===== src/rtl/uart_rx_fifo.sv =====
// uart_rx_fifo: oversampled UART receiver with three-sample majority voting,
// parity/framing/break detection and a first-word-fall-through output FIFO.
module uart_rx_fifo #(
  parameter int DATA_BITS  = 8,
  parameter int OVERSAMPLE = 16,
  parameter int PARITY     = 0,
  parameter int STOP_BITS  = 1,
  parameter int FIFO_DEPTH = 4
) (
  input  logic                 clk,
  input  logic                 rst,
  input  logic                 rx,
  output logic [DATA_BITS-1:0] dout,
  output logic                 valid,
  input  logic                 ready,
  output logic                 parity_err,
  output logic                 frame_err,
  output logic                 break_det,
  output logic                 overrun,
  output logic                 busy
);
  localparam int CW = $clog2(OVERSAMPLE);
  localparam int PW = $clog2(FIFO_DEPTH);
  localparam int EW = DATA_BITS + 3;
  localparam logic [CW-1:0] S_FIRST   = CW'(OVERSAMPLE / 2 - 1);
  localparam logic [CW-1:0] S_MID     = CW'(OVERSAMPLE / 2);
  localparam logic [CW-1:0] S_LAST    = CW'(OVERSAMPLE / 2 + 1);
  localparam logic [CW-1:0] CNT_MAX   = CW'(OVERSAMPLE - 1);
  localparam logic [3:0]    DATA_LAST = 4'(DATA_BITS - 1);
  localparam logic [3:0]    STOP_LAST = 4'(STOP_BITS - 1);
  localparam logic [PW:0]   DEPTH_C   = (PW + 1)'(FIFO_DEPTH);

  typedef enum logic [2:0] {IDLE, START, DATA, PAR_BIT, STOP, WAIT_HIGH} state_t;
  state_t state, state_n;

  logic                 rx_meta, rxs;
  logic [CW-1:0]        cnt;
  logic [3:0]           bit_cnt;
  logic                 samp0, samp1;
  logic [DATA_BITS-1:0] shreg;
  logic                 par_bit, stop0, ferr;
  logic                 maj, decide, wrap, push, brk, push_perr, push_ferr;

  always_ff @(posedge clk) begin
    if (rst) begin
      rx_meta <= 1'b1;
      rxs     <= 1'b1;
    end else begin
      rx_meta <= rx;
      rxs     <= rx_meta;
    end
  end

  // The third sample is taken live at the decision point, so only two are stored.
  always_comb begin
    maj       = (samp0 & samp1) | (samp0 & rxs) | (samp1 & rxs);
    decide    = (cnt == S_LAST);
    wrap      = (cnt == CNT_MAX);
    brk       = (shreg == '0) && (PARITY == 0 || !par_bit) &&
                ((STOP_BITS == 1) ? !maj : !stop0);
    push_ferr = ferr | ~maj;
    push_perr = 1'b0;
    if (PARITY == 1)
      push_perr = ~(^shreg ^ par_bit);
    else if (PARITY == 2)
      push_perr = ^shreg ^ par_bit;
    push    = 1'b0;
    state_n = state;
    case (state)
      IDLE:      if (!rxs) state_n = START;
      START: begin
        if (decide && maj) state_n = IDLE;
        else if (wrap)     state_n = DATA;
      end
      DATA:      if (wrap && bit_cnt == DATA_LAST) state_n = (PARITY != 0) ? PAR_BIT : STOP;
      PAR_BIT:   if (wrap) state_n = STOP;
      STOP: begin
        if (decide && bit_cnt == STOP_LAST) begin
          push    = 1'b1;
          state_n = brk ? WAIT_HIGH : IDLE;
        end
      end
      WAIT_HIGH: if (rxs) state_n = IDLE;
      default:   state_n = IDLE;
    endcase
  end

  always_ff @(posedge clk) begin
    if (rst) state <= IDLE;
    else     state <= state_n;
  end

  // The IDLE cycle that sees the low start edge counts as cnt=0 of the start bit.
  always_ff @(posedge clk) begin
    if (rst) begin
      cnt     <= '0;
      bit_cnt <= '0;
      samp0   <= 1'b1;
      samp1   <= 1'b1;
      shreg   <= '0;
      par_bit <= 1'b0;
      stop0   <= 1'b0;
      ferr    <= 1'b0;
    end else begin
      if (cnt == S_FIRST) samp0 <= rxs;
      if (cnt == S_MID)   samp1 <= rxs;
      if (state_n == IDLE || state_n == WAIT_HIGH) cnt <= '0;
      else if (state == IDLE)                      cnt <= CW'(1);
      else if (wrap)                               cnt <= '0;
      else                                         cnt <= cnt + CW'(1);
      if (state_n != state) bit_cnt <= '0;
      else if (wrap)        bit_cnt <= bit_cnt + 4'd1;
      if (state == IDLE) ferr <= 1'b0;
      if (decide) begin
        case (state)
          DATA:    shreg   <= {maj, shreg[DATA_BITS-1:1]};
          PAR_BIT: par_bit <= maj;
          STOP: begin
            if (!maj)            ferr  <= 1'b1;
            if (bit_cnt == 4'd0) stop0 <= maj;
          end
          default: ;
        endcase
      end
    end
  end

  assign busy = (state != IDLE);

  logic [EW-1:0] mem [FIFO_DEPTH];
  logic [PW-1:0] wr_ptr, rd_ptr, rd_next;
  logic [PW:0]   count, remain, count_n;
  logic [EW-1:0] push_entry, head_n;
  logic          full, do_pop, do_push;

  // When no older entry survives this cycle, the incoming frame becomes the new head directly.
  always_comb begin
    push_entry = {shreg, push_perr & ~brk, push_ferr, brk};
    full       = (count == DEPTH_C);
    do_pop     = valid & ready;
    do_push    = push & (~full | do_pop);
    rd_next    = rd_ptr + PW'(do_pop);
    remain     = count - {{PW{1'b0}}, do_pop};
    count_n    = remain + {{PW{1'b0}}, do_push};
    if (remain == '0) head_n = push_entry;
    else              head_n = mem[rd_next];
  end

  always_ff @(posedge clk) begin
    if (do_push) mem[wr_ptr] <= push_entry;
  end

  always_ff @(posedge clk) begin
    if (rst) begin
      wr_ptr     <= '0;
      rd_ptr     <= '0;
      count      <= '0;
      valid      <= 1'b0;
      dout       <= '0;
      parity_err <= 1'b0;
      frame_err  <= 1'b0;
      break_det  <= 1'b0;
      overrun    <= 1'b0;
    end else begin
      if (do_push) wr_ptr <= wr_ptr + PW'(1);
      rd_ptr  <= rd_next;
      count   <= count_n;
      overrun <= push & full & ~do_pop;
      valid   <= (count_n != '0);
      if (count_n != '0) {dout, parity_err, frame_err, break_det} <= head_n;
      else               {dout, parity_err, frame_err, break_det} <= '0;
    end
  end
endmodule


===== config.mk =====
export PLATFORM = sky130hd
export DESIGN_NAME = uart_rx_fifo
export DESIGN_NICKNAME = d
export VERILOG_FILES = /design/src/rtl/uart_rx_fifo.sv
export SDC_FILE = /design/constraint.sdc
export NUM_CORES = 1
export LEC_CHECK = 0
export CORE_MARGIN = 2
export CORE_UTILIZATION = 42
export CTS_CLUSTER_SIZE = 10
export DETAILED_ROUTE_END_ITERATION = 8
export MAX_ROUTING_LAYER = met4
export RECOVER_POWER = 50
export REMOVE_ABC_BUFFERS = 1
export SYNTH_ARGS = -nofsm -noshare
export SYNTH_HDL_FRONTEND = slang
export SYNTH_SLANG_ARGS = --single-unit
export TNS_END_PERCENT = 50

===== constraint.sdc =====
create_clock -name clk -period 3.44 [get_ports clk]
set_input_delay 0.344 -clock clk [delete_from_list [all_inputs] [get_ports clk]]
set_output_delay 0.344 -clock clk [all_outputs]
set_load 0.02 [all_outputs]

==> results of run 1 <==
==> synth_stat cells, types with 2 or more instances <==
master | count | area (um2)
nor3_1 | 6 | 30.0
and3b_1 | 2 | 17.5
mux2i_1 | 19 | 190
or2_2 | 3 | 18.8
o21a_1 | 2 | 15.0
dfxtp_1 | 43 | 861
nand2b_1 | 2 | 12.5
xnor2_1 | 6 | 52.6
o21ai_0 | 2 | 10.0
mux4_2 | 10 | 225
nor4_1 | 2 | 12.5
or4_1 | 2 | 15.0
nor2_1 | 37 | 139
nand3_1 | 5 | 25.0
a21oi_1 | 6 | 30.0
ha_1 | 14 | 175
nand2_1 | 7 | 26.3
xor2_1 | 3 | 26.3
and3_1 | 2 | 12.5
and2_1 | 4 | 25.0
inv_1 | 15 | 56.3
edfxtp_1 | 40 | 1200
nand4_1 | 3 | 18.8
nor2b_1 | 8 | 50.1
buf_1 | 2 | 7.51
clkbuf_1 | 11 | 41.3
==> cell usage in the layout, fill, tap and decap left out, types with 2 or more instances in the layout <==
cell and instances:
or4_1 2, dfxtp_1 43, nand4_1 3, mux4_2 10, and3_1 2, or2_2 3
o21a_1 2, clkbuf_8 9, nand2_1 7, inv_1 15, o21ai_0 2, xor2_1 3
mux2i_1 19, nand3_1 5, a21oi_1 6, and2_1 4, nor4_1 2, xnor2_1 6
clkdlybuf4s50_1 3, nor3_1 7, ha_1 14, edfxtp_1 40, dlygate4sd3_1 13, nor2_1 37
and3b_1 2, nand2b_1 2, inv_6 5, nor2b_1 8
==> power groups by stage <==
stage	clock [mW]	sequential (mW)	combinational, mW
4_1_cts	0.669	1.09	0.481
2_1_floorplan	0	1.15	0.296
3_5_place_dp	0	1.12	0.478
3_3_place_gp	0	1.12	0.473
6_report	0.652	1.09	0.456
5_1_grt	0.714	1.10	0.510
==> through the flow <==
| stage | setup WS (ns) | hold WS [ns] | area (um2) |
|---|---|---|---|
| 2_1_floorplan | 1.21 | 0.389 | 3410 |
| 3_3_place_gp | 0.685 | 0.391 | 3720 |
| 3_5_place_dp | 0.691 | 0.400 | 3720 |
| 4_1_cts | 0.681 | 0.422 | 3900 |
| 5_1_grt | 0.409 | 0.436 | 3880 |
| 6_report | 0.692 | 0.420 | 3880 |
==> state kept, by name, indices dropped and copies added (netlist names), 2 cells and up <==
signal,flops
mem,40
wr_ptr,2
cnt,4
rd_ptr,2
shreg,8
bit_cnt,4
dout,8
count,3
state,3
==> routing by layer <==
metal	routed length [um]	vias up	GRT usage (%)
met3	206	9	4.07
met1	2950	971	19.5
met4	82	0	5.56
li1	-	999	-
met5	0	-	-
met2	2790	37	23.2
==> worst paths after layout <==
path | start | endpoint | cells after the start
min | rx_meta$_SDFF_PP1_ | rxs$_SDFF_PP1_ | 1
max reg2reg | state[2]$_SDFF_PP0_ | dout[6]$_SDFF_PP0_ | 8
max | state[2]$_SDFF_PP0_ | dout[6]$_SDFF_PP0_ | 8
min reg2reg | rx_meta$_SDFF_PP1_ | rxs$_SDFF_PP1_ | 1
==> kinds of logic after synthesis <==
kind of cell	after synthesis
xor gates and xnor gates	9
other	1
buffers and inverters	29
muxes	29
AOI/OAI and AO/OA	20
and+or+nand+nor	89
DFF	83
adders and majority gates	15
==> layout make-up <==
cell class | instances | area [um2] | share of cell area, %
well taps | 105 | 131 | 3.38
multi-input cells | 163 | 1280 | 33.0
clock inverters | 7 | 56.3 | 1.45
repair buffers | 18 | 171 | 4.42
flip-flops and latches | 83 | 2060 | 53.1
clock buffers | 9 | 124 | 3.19
inverters | 15 | 56.3 | 1.45
==> run_results.csv, run 1 <==
group,metric,value,unit
status,run_status,"finished clean",
clock_tree,cts_tree,"built",
synthesis,synthSimpleGateAreaFrac,13.5,%
power,pwr-share-clk,29.7,%
route,dr.pass1.iters,4,
floorplanning,core,8090,um2
clock_tree,cts_buffers,9,
power,cellLeakagePower,1.50,nW
route,viasPerCell,5.04,
synthesis,synth_cell_type_count,45,
setup_path,critPathTopFamily,"simple AND/OR/NAND/NOR gates",
timing,skew,0.0120,ns
clock_tree,cts_resized,0,
layout,syn2layout_area_growth,12.0,%
floorplanning,die_height,94.9,um
setup_path,critPathLaunchType,"flop",
timing,hold_viol,0,
place,gp_congestion,0.808,
power,total_power,2.20,mW
power,power_switching,638,uW
global_route,grt_first_pass_wirelength,9850,um
timing,setup_viol,0,
layout,final_util,48.0,%
clock_tree,h-tree-depth,3,
timing,tns,0,ns
layout,drive_gt1_share,11.9,%
setup_path,path_class,"reg2reg",
global_route,gr-usage-all-layers,15.2,%
synthesis,synth_top_family_by_area,"simple AND/OR/NAND/NOR gates",
global_route,grt_max_degree,21,
synthesis,synth_adder_area_share,5.34,%
power,comb_power_share,20.8,%
synthesis,synthFlopType,"dfxtp_1",
setup_path,path_max_fanout,11,
setup_path,cp_data_required_time,3.68,ns
synthesis,synth_edf_count,40,
synthesis,ys_ff_latch,83,
synthesis,synth_compound_area_share,4.08,%
synthesis,muxShareOfSynthArea,12.0,%
clock_tree,clk_latency,0.36,ns
power,p_seq_share,49.6,%
route,first_iter_violations,94,
floorplanning,num_rows,33,
global_route,grt_pass1_vias,1938,
power,vdd.ir_drop.worst,0.000219,V
floorplanning,io-pin-count,18,
timing,finalCritPeriodShare,79.9,%
synthesis,yosys_warnings,0,
run,drv_cap,0,
timing,final.min_clock_period,2.75,ns
synthesis,synth_xor_area_share,2.27,%
clock_tree,cts_hold_buf,0,
floorplanning,dieWidth,94.9,um
place,place_inst,384,
power,switching_share,29.0,%
setup_path,slowest_stage,"dfxtp_1",
synthesis,syn_area_per_cell,12.6,um2
layout,diodes,0,
route,drcViolationCount,0,
global_route,grt_remaining_overflow,0,
setup_path,crit_arrival,2.98,ns
clock_tree,clkSinkCount,83,
setup_path,cp_common_cell,"ha_1",
setup_path,crit_path_end_kind,"flop",
synthesis,ys_seq_area_share,59.5,%
hold_path,hold_path.class,"reg2reg",
route,final_antenna_net_count,0,
timing,max_slew_margin,37.6,%
synthesis,mappedNetlistArea,3470,um2
timing,worst_slew_pin_slew,0.928,ns
route,num_vias,2016,
clock_tree,clock_path_buffers,2,
route,routed_wl,6030,um
clock_tree,cts_root_buf,"clkbuf_8",
synthesis,synthCells,275,
floorplanning,die_area,9000,um2
layout,stdcell_count,400,
setup_path,critical-path-max-stage-delay,0.56,ns
place,hpwl,4040,um
global_route,antenna_found_initial,0,
layout,fillCellCount,744,
setup_path,reg2reg_slack,0.69,ns
layout,num-nets-final,308,
floorplanning,start_util,42.8,%
timing,fmax,0.364,GHz
setup_path,path_cells,"nor3b_1, nand4_1, nor2b_1, ha_1, ha_1, xor2_1, a21o_1, nor2_1",
power,intPower,1.56,mW
synthesis,ys_async_sr_fraction,0,%
setup_path,path_buf_inv,0,
clock_tree,cts_setup_buffers,0,
power,pwr_density_cell,566,nW/um2
clock_tree,clk_pin_slew,0.09,ns
route,wl_per_cell,15.1,um
place,portBuffers,16,
timing,rsz0062_at_grt,"false",
timing,slew_viol_final,0,
Power figures use the tool's default switching activity.
==> inputs of run 2 (changes only) <==
==> constraint.sdc (replaced) <==
create_clock -name clk -period 2.3 [get_ports clk]
set_input_delay 0.23 -clock clk [delete_from_list [all_inputs] [get_ports clk]]
set_output_delay 0.23 -clock clk [all_outputs]
set_load 0.02 [all_outputs]
==> run 2 against run 1 <==
Utilization grew 2.5 points. Clock power grew 73%. Via count grew 2.9%. Non-clock buffer count grew 19. Global-route usage grew 0.71 points. Combinational power grew 75%. Worst hold slack lost 0.0058 ns. Critical path type unchanged. Largest power group unchanged.
==> run_results.csv, run 2 (same netlist as run 1, synthesis figures left out) <==
group,metric,value,unit
status,run_status,"finished clean",
setup_path,path_max_fanout,11,
floorplanning,die_height,94.9,um
layout,final_cell_mix,"dfxtp_1 (43), edfxtp_1 (40), nor2_1 (37), mux2i_1 (19), inv_1 (15)",
clock_tree,clock_path_buffers,2,
route,drcViolationCount,0,
clock_tree,clk_pin_slew,0.10,ns
global_route,grt_first_pass_wirelength,10200,um
global_route,gr-usage-all-layers,15.9,%
timing,max_slew_margin,53.9,%
route,first_iter_violations,61,
route,final_antenna_net_count,0,
power,cellLeakagePower,1.60,nW
clock_tree,cts_tree,"built",
layout,top_regs,"mem (40), dout (8), shreg (8)",
layout,top_register,"mem",
route,dr.pass1.iters,4,
power,vdd.ir_drop.worst,0.000415,V
layout,syn2layout_area_growth,17.7,%
route,routed_wl,6110,um
place,gp_congestion,0.744,
layout,multi_input_area,1290,um2
place,hpwl,4240,um
clock_tree,cts_root_buf,"clkbuf_8",
place,portBuffers,16,
floorplanning,dieWidth,94.9,um
layout,layout_commonest_cell,"dfxtp_1",
clock_tree,clkSinkCount,83,
floorplanning,start_util,42.8,%
setup_path,path_class,"reg2reg",
global_route,antenna_found_initial,0,
timing,tns,0,ns
timing,skew,0.0156,ns
setup_path,worstSetupStartpoint,"valid$_SDFF_PP0_",
layout,num-nets-final,327,
timing,fmax,0.471,GHz
route,viasPerCell,4.95,
layout,seqCellArea,2060,um2
setup_path,crit_path_end_kind,"flop",
layout,largest_register_ff_count,40,
hold_path,min_from,"rx_meta$_SDFF_PP1_",
floorplanning,core,8090,um2
timing,hold_ws,0.414,ns
clock_tree,h-tree-depth,3,
clock_tree,clk_latency,0.36,ns
timing,worst_slew_pin_slew,0.692,ns
timing,slew_viol_final,0,
floorplanning,die_area,9000,um2
route,wl_per_cell,14.6,um
setup_path,critPathLaunchType,"flop",
setup_path,cp_data_required_time,2.56,ns
timing,finalCritPeriodShare,92.3,%
setup_path,r2r_start,"valid$_SDFF_PP0_",
setup_path,crit_arrival,2.38,ns
floorplanning,io-pin-count,18,
timing,rsz0062_at_grt,"false",
layout,fillCellCount,732,
timing,final.min_clock_period,2.12,ns
power,pwr_density_cell,869,nW/um2
layout,diodes,0,
floorplanning,num_rows,33,
timing,setup_viol,0,
clock_tree,cts_setup_buffers,0,
global_route,grt_remaining_overflow,0,
route,num_vias,2075,
clock_tree,cts_buffers,9,
run,drv_cap,0,
hold_path,hold_path.class,"reg2reg",
timing,hold_viol,0,
layout,drive_gt1_share,15.9,%
global_route,grt_max_degree,16,
global_route,grt_pass1_vias,2064,
-- run 2: layout make-up --
class	instances	share of cell area, %
multi-input cells	163	31.7
clock inverters	6	1.69
clock buffers	10	3.65
flip-flops and latches	83	50.5
well taps	105	3.22
inverters	15	1.38
repair buffers	37	7.85
-- run 2: worst max-delay path: stages (launching register included) --
cell	delay (ns)
dfxtp_1	0.32
nand2_1	0.09
inv_1	0.06
ha_1	0.19
xor2_1	0.14
clkbuf_1	0.55
mux4_2	0.41
mux2i_1	0.19
nor2_1	0.07
-- run 2: stage by stage --
step | area [um2] | setup WS (ns) | utilization [%] | cells | total power [mW]
final | 4080 | 0.177 | 50.4 | 419 | 3.55
after global routing | 4080 | 0.0305 | 50.4 | 419 | 3.72
after CTS | 4100 | 0.0990 | 50.7 | 419 | 3.62
after detailed placement | 3880 | 0.00518 | 48.0 | 403 | 2.49
after global placement | 3880 | 0.0665 | 48.0 | 403 | 2.48
after floorplan | 3410 | 0.0747 | - | 261 | 2.17
-- run 2: final timing paths --
| check | end | slack (ns) | cells after the start |
|---|---|---|---|
| setup / recovery | break_det$_SDFF_PP0_ | 0.18 | 8 |
| hold / removal | rxs$_SDFF_PP1_ | 0.41 | 1 |
| setup reg to reg | break_det$_SDFF_PP0_ | 0.18 | 8 |
| hold reg to reg | rxs$_SDFF_PP1_ | 0.41 | 1 |
-- run 2: power by group --
| group | switching [mW] | total [mW] | internal (mW) |
|---|---|---|---|
| sequential | 0.0204 | 1.62 | 1.60 |
| combinational | 0.384 | 0.796 | 0.412 |
| clock | 0.553 | 1.13 | 0.576 |
-- run 2: what timing repair did --
item	in CTS	in global routing
hold buffers	0	0
setup endpoints to repair	0	11
resized for setup	0	1
-- run 2: layer usage --
layer / wire, um / vias up / global-route usage, %
met5: 0 / - / -
li1: - / 1034 / -
met1: 2820 / 999 / 18.1
met2: 2960 / 30 / 26.0
met3: 240 / 12 / 5.51
met4: 81 / 0 / 5.80
